<file path="src/rtl/mult_share_arb_if.sv">
// rtl/mult_share_arb_if.sv - requester/consumer bundle for the shared multiplier arbiter
interface mult_share_arb_if;
  logic [3:0]  req_valid;
  logic [11:0] req_a;
  logic [11:0] req_b;
  logic [3:0]  req_ready;
  logic        resp_valid;
  logic        resp_ready;
  logic [5:0]  resp_y;
  logic [1:0]  resp_id;
  logic        busy;

  modport slave (
    input  req_valid, req_a, req_b, resp_ready,
    output req_ready, resp_valid, resp_y, resp_id, busy
  );

  modport master (
    output req_valid, req_a, req_b, resp_ready,
    input  req_ready, resp_valid, resp_y, resp_id, busy
  );
endinterface

</file>
<file path="src/rtl/mult_share_arb.sv">
// rtl/mult_share_arb.sv - four-requester round-robin arbiter sharing one signed 3x3 multiplier
// Defining MULT_SHARE_ARB_COUNT_EN adds the op_count completion counter output.
module exact_mult (
  input  logic signed [2:0] i_a,
  input  logic signed [2:0] i_b,
  output logic signed [5:0] o_y
);
  logic signed [5:0] w_a_ext;
  logic signed [5:0] w_b_ext;

  assign w_a_ext = {{3{i_a[2]}}, i_a};
  assign w_b_ext = {{3{i_b[2]}}, i_b};
  // Six bits cover the full -12..16 range, so -4*-4 needs no saturation.
  assign o_y = w_a_ext * w_b_ext;
endmodule

module mult_share_arb (
  input  logic              clk,
  input  logic              rst_n,
  mult_share_arb_if.slave   bus
`ifdef MULT_SHARE_ARB_COUNT_EN
  ,
  output logic [7:0]        op_count
`endif
);
  typedef enum logic [1:0] {IDLE, EXEC, DONE} state_t;

  state_t            r_state;
  state_t            w_next_state;
  logic [1:0]        r_rr_ptr;
  logic [1:0]        r_id;
  logic [1:0]        r_resp_id;
  logic signed [2:0] r_a;
  logic signed [2:0] r_b;
  logic signed [5:0] r_y;
  logic signed [5:0] w_prod;
  logic [1:0]        w_grant_idx;
  logic [1:0]        w_cand;
  logic              w_grant_any;
  logic [2:0]        w_sel_a;
  logic [2:0]        w_sel_b;
  logic [3:0]        w_req_ready;

  assign w_grant_any = |bus.req_valid;

  // Walk downward in offset so the nearest set bit above rr_ptr wins last.
  always_comb begin
    w_grant_idx = r_rr_ptr;
    w_cand      = r_rr_ptr;
    for (int k = 3; k >= 0; k--) begin
      w_cand = r_rr_ptr + 2'(k);
      if (bus.req_valid[w_cand]) begin
        w_grant_idx = w_cand;
      end
    end
  end

  always_comb begin
    w_sel_a = bus.req_a[2:0];
    w_sel_b = bus.req_b[2:0];
    case (w_grant_idx)
      2'd0: begin w_sel_a = bus.req_a[2:0];  w_sel_b = bus.req_b[2:0];  end
      2'd1: begin w_sel_a = bus.req_a[5:3];  w_sel_b = bus.req_b[5:3];  end
      2'd2: begin w_sel_a = bus.req_a[8:6];  w_sel_b = bus.req_b[8:6];  end
      default: begin w_sel_a = bus.req_a[11:9]; w_sel_b = bus.req_b[11:9]; end
    endcase
  end

  always_comb begin
    w_next_state = r_state;
    w_req_ready  = 4'b0000;
    case (r_state)
      IDLE: begin
        if (rst_n && w_grant_any) begin
          w_req_ready  = 4'b0001 << w_grant_idx;
          w_next_state = EXEC;
        end
      end
      EXEC: w_next_state = DONE;
      DONE: begin
        if (bus.resp_ready) begin
          w_next_state = IDLE;
        end
      end
      default: w_next_state = IDLE;
    endcase
  end

  exact_mult u_mult (
    .i_a (r_a),
    .i_b (r_b),
    .o_y (w_prod)
  );

`ifdef MULT_SHARE_ARB_COUNT_EN
  logic [7:0] r_op_count;
  assign op_count = r_op_count;
`endif

  always_ff @(posedge clk) begin
    if (!rst_n) begin
      r_state   <= IDLE;
      r_rr_ptr  <= 2'd0;
      r_id      <= 2'd0;
      r_resp_id <= 2'd0;
      r_a       <= 3'sd0;
      r_b       <= 3'sd0;
      r_y       <= 6'sd0;
`ifdef MULT_SHARE_ARB_COUNT_EN
      r_op_count <= 8'd0;
`endif
    end else begin
      r_state <= w_next_state;
      case (r_state)
        IDLE: begin
          if (w_grant_any) begin
            r_a  <= w_sel_a;
            r_b  <= w_sel_b;
            r_id <= w_grant_idx;
          end
        end
        EXEC: begin
          r_y       <= w_prod;
          r_resp_id <= r_id;
        end
        DONE: begin
          if (bus.resp_ready) begin
            r_rr_ptr <= r_resp_id + 2'd1;
`ifdef MULT_SHARE_ARB_COUNT_EN
            r_op_count <= r_op_count + 8'd1;
`endif
          end
        end
        default: ;
      endcase
    end
  end

  assign bus.req_ready  = w_req_ready;
  assign bus.resp_valid = (r_state == DONE);
  assign bus.resp_y     = r_y;
  assign bus.resp_id    = r_resp_id;
  assign bus.busy       = (r_state != IDLE);
endmodule
</file>
<file path="src/flat_wrapper.sv">
// flat-port wrapper written by rule: the top's interface ports become plain ports
module mult_share_arb_flat 
  (clk, rst_n, bus_req_valid, bus_req_a, bus_req_b, bus_resp_ready, bus_req_ready, bus_resp_valid, bus_resp_y, bus_resp_id, bus_busy);
  mult_share_arb_if bus_i ();
  input  logic clk;
  input  logic rst_n;
  input wire logic [$bits(bus_i.req_valid)-1:0] bus_req_valid;
  input wire logic [$bits(bus_i.req_a)-1:0] bus_req_a;
  input wire logic [$bits(bus_i.req_b)-1:0] bus_req_b;
  input wire logic [$bits(bus_i.resp_ready)-1:0] bus_resp_ready;
  output wire logic [$bits(bus_i.req_ready)-1:0] bus_req_ready;
  output wire logic [$bits(bus_i.resp_valid)-1:0] bus_resp_valid;
  output wire logic [$bits(bus_i.resp_y)-1:0] bus_resp_y;
  output wire logic [$bits(bus_i.resp_id)-1:0] bus_resp_id;
  output wire logic [$bits(bus_i.busy)-1:0] bus_busy;
  assign bus_i.req_valid = bus_req_valid;
  assign bus_i.req_a = bus_req_a;
  assign bus_i.req_b = bus_req_b;
  assign bus_i.resp_ready = bus_resp_ready;
  assign bus_req_ready = bus_i.req_ready;
  assign bus_resp_valid = bus_i.resp_valid;
  assign bus_resp_y = bus_i.resp_y;
  assign bus_resp_id = bus_i.resp_id;
  assign bus_busy = bus_i.busy;
  mult_share_arb u_core (.clk(clk), .rst_n(rst_n), .bus(bus_i));
endmodule
</file>
<file path="config.mk">
export PLATFORM = sky130hd
export DESIGN_NAME = mult_share_arb_flat
export DESIGN_NICKNAME = d
export VERILOG_FILES = /design/src/rtl/mult_share_arb_if.sv /design/src/rtl/mult_share_arb.sv /design/src/flat_wrapper.sv
export SDC_FILE = /design/constraint.sdc
export NUM_CORES = 1
export LEC_CHECK = 0
export CORE_UTILIZATION = 44
export CTS_BUF_LIST = sky130_fd_sc_hd__clkbuf_4 sky130_fd_sc_hd__clkbuf_8 sky130_fd_sc_hd__clkbuf_16
export DETAILED_ROUTE_END_ITERATION = 10
export PLACE_DENSITY_LB_ADDON = 0.15
export SETUP_SLACK_MARGIN = 0.4
export SYNTH_ARGS = -nofsm -noshare
export SYNTH_HDL_FRONTEND = slang
export SYNTH_HIERARCHICAL = 1
export SYNTH_SLANG_ARGS = --single-unit
</file>
<file path="constraint.sdc">
create_clock -name clk -period 3 [get_ports clk]
set_input_delay 0.3 -clock clk [delete_from_list [all_inputs] [get_ports clk]]
set_output_delay 0.3 -clock clk [all_outputs]
set_load 0.05 [all_outputs]
</file>
## Yosys cells after proc, flatten, opt, wreduce, memory -nomap -nowiden

Cells that the tools add are included.

- Bits of input ports: 31
- Register bits after elaboration: 20
- Output and inout port bits: 14

- Add/sub/neg operators: 4
- Eq/ne operators: 6
- Multiplexer cells: 19
- $mul: 1
- Magnitude comparators: 4
- Shift operators: 1
- Reduce and logical (&&, ||, !) cells: 8

Operators with widths:

| operator | number |
|---|---|
| case mux 3 bit (3 select lines) | 2 |
| < comparator 2 x 3 -> 1 bit (second input constant) | 4 |
| two-way mux 2 bit | 6 |
| binary-select mux 1 bit (select 2 bit) | 4 |
| two-way mux 4 bit | 2 |
| multiplier 3 x 3 -> 6 bit | 1 |
| case mux 2 bit (3 select lines) | 1 |
| AND reduction 2 bit | 3 |
| adder 2 x 1 -> 2 bit (second input constant) | 2 |
| adder 2 bit (second input constant) | 2 |
| equality test 2 x 1 -> 1 bit (second input constant) | 2 |
| equality test 2 bit (second input constant) | 2 |
| zero test 2 bit | 2 |
| two-way mux 1 bit | 4 |
| OR reduction 4 bit | 1 |
| << shifter 1 x 2 -> 4 bit (first input constant) | 1 |
| inequality test 2 x 1 -> 1 bit (second input constant) | 1 |
| inequality test 2 bit (second input constant) | 1 |
| nonzero test 2 bit | 1 |
| logical AND 1 bit | 1 |

## Longest topological paths before layout

Gate-level depths: netlist of run 1.

- Depth after elaboration: 10
- Mapped depth: 10

## Hierarchy

The synthesis of run 1 kept the hierarchy.

By module, submodules not included:

| module | sequential area each (µm²) | times used | cells each | area an instance (µm²) |
|---|---|---|---|---|
| mult_share_arb | 400.4 | 1 | 117 | 1,019.7 |
| exact_mult | 0.0 | 1 | 27 | 239.0 |

## Worst setup path before layout of run 1

OpenSTA, ideal clock, no wires.

- Path type: reg2reg
- Start point: register u_core.r_a[2]
- End point: register u_core.r_y[5] (netlist: u_core/bus.resp_y[5])
- Period minus slack after synthesis: 2.552 ns
- Stages on the path, launching flop included: 11
- Arrival: 2.476 ns
- Buffers on the path: 0
- Slack: 0.448 ns
- Setup time: 0.076 ns
- Path through: dfxtp_1 > nand2_1 > fa_1 > inv_1 > fa_1 > ha_1 > fa_1 > xnor2_1 > xnor2_1 > nand2_1 > a21boi_0

- Cells in the longest elaborated chain, start to end: 1

Ends and longest elaborated chain:

| item | RTL line | source |
|---|---|---|
| start: declaration | mult_share_arb.sv:33 | `logic signed [2:0] r_a;` |
| start signal: assignment | mult_share_arb.sv:117 | `r_a <= w_sel_a;` |
| multiplier 3 x 3 -> 6 bit | mult_share_arb.sv:14 | `assign o_y = w_a_ext * w_b_ext;` |
| via u_core.w_prod[5] | mult_share_arb.sv:36 | `logic signed [5:0] w_prod;` |
| end signal: assignment | mult_share_arb.sv:123 | `r_y <= w_prod;` |
| end: declaration | mult_share_arb.sv:35 | `logic signed [5:0] r_y;` |

The timed path passes the listed nets, and every way through them passes these cells.
A chain may end at the register's enable or synchronous reset.

## Final worst setup path of run 1

- Start point: register u_core.r_b[2]
- End point: register u_core.r_y[5] (netlist: u_core/bus.resp_y[5])

- Cells in the longest elaborated chain, start to end: 1

Ends and longest elaborated chain:

| item | RTL line | source |
|---|---|---|
| start: declaration | mult_share_arb.sv:34 | `logic signed [2:0] r_b;` |
| start signal: assignment | mult_share_arb.sv:118 | `r_b <= w_sel_b;` |
| multiplier 3 x 3 -> 6 bit | mult_share_arb.sv:14 |  |
| via u_core.w_prod[5] | mult_share_arb.sv:36 |  |

The timed path passes the listed nets, and every way through them passes these cells.

==> results.txt, run 1 <==
die area: 3080 um2
total global routing overflow: 0
Yosys top cell area share: 31.8%
Worst path slowest cell: fa_1
minimum clock period: 2.54 ns
largest net degree at the start of global routing: 17
Routed WL: 2930 um
sequential-to-total area share from yosys stat: 31.8%
vias in the first global route: 1133
crit share post-route: 84.5%
critical setup path kind: flip-flop to flip-flop
Hold Path Class: flip-flop to flip-flop
clk slew on worst S/H paths: 0.11 ns
Synth warnings: 6
FMAX: 394 MHz
Fill cells: 227
crit start category: flip-flop
hpwl dp: 2290 um
Synth Register Bits: 20
pwr dens: 426 nW/um2
Unique masters post-synth: 29
Sink Count: 20
routed vias: 1172
die height: 55.5 um
Slew @ Worst Pin: 0.623 ns
fraction of layout cells with a size suffix above 1: 15.1%
Worst path most repeated cell: fa_2
syn_nets: 184
crit-path max cell delay: 0.51 ns
largest area contributor in the netlist: dfxtp_1
Num CTS Buffers: 3
setup TNS: 0 ns
row cnt: 19
CP max FO: 5
CTS Hold Bufs: 0
Fin Hold WS: 0.469 ns
GRT Total Usage: 19.9%
area delta synth->final: 48.6%
first-pass GRT wire length: 4870 um
Antenna Cells: 0
max cap viols: 0
Slew Viols, Final: 0
final setup vio count: 0
antenna violations before repair: 0
IO Pins: 45
Port-buffer cells: 44
htree depth: 1
commonest non-fill, non-tap cell in the layout: clkdlybuf4s50_1
CTS Buffer Depth: 2
worst skew pair latency: 0.30 ns
most frequent cells in the layout: clkdlybuf4s50_1 (40), nand2_1 (28), dfxtp_1 (16)
unrepaired setup endpoints after global routing: true
CP Cell Sequence: nand2b_4 -> fa_1 -> inv_1 -> fa_2 -> ha_4 -> fa_2 -> xnor2_2 -> xnor2_1 -> nand2_1 -> a21boi_1
Max VDD drop: 0.000422 V
dominant cells by area after synthesis: dfxtp_1 (32%), mux2i_1 (11%), nand2_1 (8.6%), fa_1 (6.4%), ha_1 (5.0%)
post-synthesis instance total: 144
initial drt markers: 24
Final Net Count: 233
Horiz. Die Dim: 55.5 um
gpl congestion: 0.892
mapped cell area: 1260 um2
core box area: 2730 um2
critical path endpoint category: flip-flop
# DRC: 0
outcome: finished, final reports clean
Max-slew headroom: 58.4%
syn avg cell area: 8.74 um2
WP buf/inv: 1
arrival time worst endpoint: 2.77 ns
drt wl/cell: 13.1 um
initial core utilization: 46.0%
post-route ant nets: 0
Root Buffer: clkbuf_4
Worst EP required: 3.24 ns
Worst path top cell family by delay: adder cells
Via density: 5.26
CTS tree: built
Pre-Repair DR Iteration Count: 6
P_leak: 0.765 nW
Hold Vio Cnt, Final: 0
Final Skew: 0.00789 ns
==> path summary, 6_finish.rpt <==
kind / from / to / slack (ns) / depth (start not counted)
hold reg to reg: u_core/bus.resp_y[4] / u_core/bus.resp_y[4] / 0.47 / 2
hold / removal: u_core/bus.resp_y[4] / u_core/bus.resp_y[4] / 0.47 / 2
setup / recovery: u_core/r_b[2] / u_core/bus.resp_y[5] / 0.46 / 10
setup reg to reg: u_core/r_b[2] / u_core/bus.resp_y[5] / 0.46 / 10
==> area by class of cell <==
class	count	area [um2]	share of cell area (%)
Multi-Input combinational cell	109	843	45.1
Timing Repair Buffer	49	493	26.4
Sequential cell	20	405	21.7
Tap cell	31	38.8	2.07
Inverter	10	37.5	2.01
Clock inverter	1	30.0	1.61
Clock buffer	3	22.5	1.20
==> routing by layer <==
metal / track usage, % / wire length [um] / vias up
li1: - / - / 582
met1: 23.7 / 1270 / 566
met2: 35.5 / 1560 / 22
met3: 4.92 / 87 / 2
met4: 5.36 / 10 / 0
met5: 0 / 0 / -
==> metrics by stage <==
step	cells	total power [mW]	area (um2)	utilization (%)	setup slack [ns]
6_report	223	0.796	1870	68.4	0.464
3_5_place_dp	215	0.555	1730	63.3	0.265
4_1_cts	222	0.789	1820	66.4	0.420
3_3_place_gp	215	0.549	1730	63.3	0.372
5_1_grt	223	0.843	1870	68.4	0.343
2_1_floorplan	144	0.465	1260	-	0.448
==> power breakdown <==
group	leakage, nW	switching [mW]	internal [mW]
registers	0.165	0.0206	0.289
logic	0.573	0.138	0.130
clock network	0.0279	0.0836	0.135
==> state kept, by name (all words and copies together), names as in the netlist <==
signal	cells
u_core/r_rr_ptr	2
u_core/r_a	3
u_core/bus.resp_y	6
u_core/bus.resp_id	2
u_core/r_state	2
u_core/r_b	3
u_core/r_id	2
==> worst min-delay path, stage by stage (launching register included) <==
cell and delay [ns]:
dfxtp_1 0.32, nand2_1 0.04, a21boi_0 0.06
==> synthesized netlist by cell type <==
library cell / instances
buf_8: 1
nor2b_1: 6
a21oi_2: 1
nand2b_1: 5
nor2_1: 5
nand2_1: 29
inv_2: 1
fa_1: 4
and2_1: 6
o21a_1: 1
ha_1: 5
a21boi_0: 8
nand2_2: 1
o21ai_1: 1
clkbuf_1: 4
o21ai_0: 3
or2b_1: 2
a21oi_1: 2
mux2i_1: 14
a221oi_4: 1
nor2_2: 1
inv_1: 9
nor3b_1: 1
xnor2_1: 3
or2_1: 1
xor2_1: 1
a31oi_1: 2
dfxtp_1: 20
o221ai_1: 6
==> cell families (layout without fill, tap and decap cells) <==
group           after synthesis  in the layout  synth area share (%)
compound gates               25             25                  15.7
xor+xnor                      4              4                  2.78
flops                        20             20                  31.8
fa+ha+maj                     9              9                  11.3
buf+inv                      15             63                  5.37
mux                          14             14                  11.1
simple gates                 57             57                  21.9
==> what timing repair did <==
item / in CTS / in global routing
setup buffers: 3 / 1
resized for setup: 7 / 7
pin swaps: 1 / 4
endpoints found under the setup margin: 1 / 1
Note: power is estimated with default switching activity, not from simulation.
==> inputs of run 2 (changes only) <==
CORE_UTILIZATION = 40   (was 44)
clock period = 2.3 ns   (was 3 ns; I/O delays follow)
==> run 2 against run 1 <==
Compared with the run above:
- largest cell class unchanged
- register-to-register slack lost 0.68 ns
- clock power rose by 31%
- largest power group is now combinational cells
- power is 40% higher
- wire length rose by 13%
- the flow now finishes with violations (negative setup slack)
- clock-buffer cell count stayed put
==> results.txt, run 2 (same netlist as run 1, synthesis figures left out) <==
Worst Reg2Reg Path Length in Cells: 10 (unchanged)
Hold Vio Cnt, Final: 0 (unchanged)
arrival time worst endpoint: 2.75 ns (was 2.77 ns)
Register Area: 413 um2 (was 405 um2)
unrepaired setup endpoints after global routing: true (unchanged)
crit start category: flip-flop (unchanged)
CTS tree: built (unchanged)
area delta synth->final: 70.4% (was 48.6%)
core box area: 2880 um2 (was 2730 um2)
Slew @ Worst Pin: 0.590 ns (was 0.623 ns)
Routed WL: 3310 um (was 2930 um)
critical setup path kind: flip-flop to flip-flop (unchanged)
worst skew pair latency: 0.31 ns (was 0.30 ns)
max cap viols: 0 (unchanged)
hold path startpoint: u_core/bus.resp_y[3] (was u_core/bus.resp_y[4])
placed insts: 233 (was 215)
IO Pins: 45 (unchanged)
max reg flops: 6 (unchanged)
clock share of power: 25.7% (was 27.5%)
Pre-Repair DR Iteration Count: 4 (was 6)
Fin Hold WS: 0.458 ns (was 0.469 ns)
fraction of layout cells with a size suffix above 1: 31.6% (was 15.1%)
FF-to-FF End: u_core/bus.resp_y[5] (unchanged)
total global routing overflow: 0 (unchanged)
# DRC: 0 (unchanged)
CTS Buffer Depth: 2 (unchanged)
Layout Utilization: 74.6% (was 68.4%)
R2R Path Start: u_core/r_b[0] (was u_core/r_b[2])
initial drt markers: 43 (was 24)
die height: 58.1 um (was 55.5 um)
fin cells: 254 (was 223)
most frequent cells in the layout: clkdlybuf4s50_1 (35), nand2_1 (27), buf_4 (22) (was clkdlybuf4s50_1 (40), nand2_1 (28), dfxtp_1 (16))
critical path endpoint category: flip-flop (unchanged)
CP max FO: 3 (was 5)
Sw Pwr: 345 uW (was 242 uW)
gpl congestion: 0.746 (was 0.892)
initial core utilization: 43.8% (was 46.0%)
Num CTS Buffers: 3 (unchanged)
row cnt: 19 (unchanged)
worst hold path depth: 2 (unchanged)
Root Buffer: clkbuf_4 (unchanged)
Sw Share: 30.9% (was 30.4%)
pwr dens: 521 nW/um2 (was 426 nW/um2)
clk slew on worst S/H paths: 0.12 ns (was 0.11 ns)
Worst EP required: 2.54 ns (was 3.24 ns)
fin worst setup slack: -0.212 ns (was 0.464 ns)
Sink Count: 20 (unchanged)
Antenna Cells: 0 (unchanged)
flop2flop setup slack: -0.21 ns (was 0.46 ns)
post-route ant nets: 0 (unchanged)
sequential power share: 36.0% (was 38.9%)
Hold Path Class: flip-flop to flip-flop (unchanged)
Port-buffer cells: 44 (unchanged)
P_leak: 0.913 nW (was 0.765 nW)
htree depth: 1 (unchanged)
crit share post-route: 109% (was 84.5%)
routed vias: 1248 (was 1172)
Via density: 4.91 (was 5.26)
final setup vio count: 2 (was 0)
Final Net Count: 253 (was 233)
Final Skew: 0.0106 ns (was 0.00789 ns)
Worst Hold End: u_core/bus.resp_y[3] (was u_core/bus.resp_y[4])
outcome: finished, violations left (was finished, final reports clean)
drt wl/cell: 13.0 um (was 13.1 um)
antenna violations before repair: 0 (unchanged)
GRT Total Usage: 21.5% (was 19.9%)
Gate power share: 38.2% (was 33.6%)
commonest non-fill, non-tap cell in the layout: clkdlybuf4s50_1 (unchanged)
FMAX: 398 MHz (was 394 MHz)
Fill cells: 204 (was 227)
CTS Hold Bufs: 0 (unchanged)
die area: 3380 um2 (was 3080 um2)
Power Internal: 772 uW (was 554 uW)
minimum clock period: 2.51 ns (was 2.54 ns)
largest net degree at the start of global routing: 15 (was 17)
failing checks: negative setup slack
Horiz. Die Dim: 58.1 um (was 55.5 um)
footprint of the multi-input gates: 913 um2 (was 843 um2)
first-pass GRT wire length: 5520 um (was 4870 um)
Max VDD drop: 0.000751 V (was 0.000422 V)
Max-slew headroom: 60.6% (was 58.4%)
Slew Viols, Final: 0 (unchanged)
vias in the first global route: 1262 (was 1133)
hpwl dp: 2380 um (was 2290 um)
[run 2: power groups by stage]
stage                     logic (mW)  registers (mW)  clock network, mW
after global routing           0.462           0.407              0.314
after CTS                      0.407           0.404              0.296
after global placement         0.348           0.407                  0
final                          0.427           0.403              0.287
after floorplan                0.194           0.432                  0
after detailed placement       0.358           0.410                  0
[run 2: critical path, stage by stage (launching register included)]
cell	delay, ns
dfxtp_2	0.38
nand2_4	0.07
fa_1	0.55
inv_2	0.04
fa_2	0.39
ha_4	0.18
fa_2	0.35
xnor2_2	0.14
xnor2_1	0.15
nand2_1	0.06
a21boi_1	0.13
[run 2: layer usage]
layer	global-route usage, %	vias to the layer above	routed length, um	part of all wire (%)
met2	41.9	27	1860	56
met1	23.0	595	1280	39
li1	-	619	-	-
met3	4.24	7	104	3.1
met5	0	-	0	0
met4	6.80	0	61	1.8
[run 2: area by class of cell]
class	instances	share of cell area, %
clock buffer	3	1.05
clock inverter	1	1.40
inverter	10	1.75
multi-input combinational	109	42.6
sequential	20	19.3
tap	42	2.45
timing repair buffer	69	31.5
[run 2: repair_timing]
action | in CTS | in global routing
setup buffers | 12 | 5
pin swaps | 7 | 4
resized for setup | 24 | 11
gates cloned | 0 | 0
endpoints found under the setup margin | 8 | 14
[run 2: how the worst max path moves through the flow]
stage | depth (start not counted) | end | from
after floorplan | 10 | u_core/bus.resp_y[5] | u_core/r_a[2]
after CTS | 10 | u_core/bus.resp_y[5] | u_core/r_b[0]
after detailed placement | 10 | u_core/bus.resp_y[5] | u_core/r_b[0]
after global placement | 10 | u_core/bus.resp_y[5] | u_core/r_b[0]
after global routing | 10 | u_core/bus.resp_y[5] | u_core/r_b[0]
final | 10 | u_core/bus.resp_y[5] | u_core/r_b[0]
[run 2: metrics by stage]
| step | power [mW] | area [um2] | TNS, ns | setup slack, ns |
|---|---|---|---|---|
| detailed placement | 0.768 | 1870 | -0.345 | -0.254 |
| global route | 1.18 | 2140 | -0.559 | -0.364 |
| finish | 1.12 | 2140 | -0.283 | -0.212 |
| CTS | 1.11 | 2070 | -0.313 | -0.224 |
| floorplan | 0.626 | 1320 | -0.0930 | -0.0930 |
| global placement | 0.755 | 1870 | -0.148 | -0.142 |
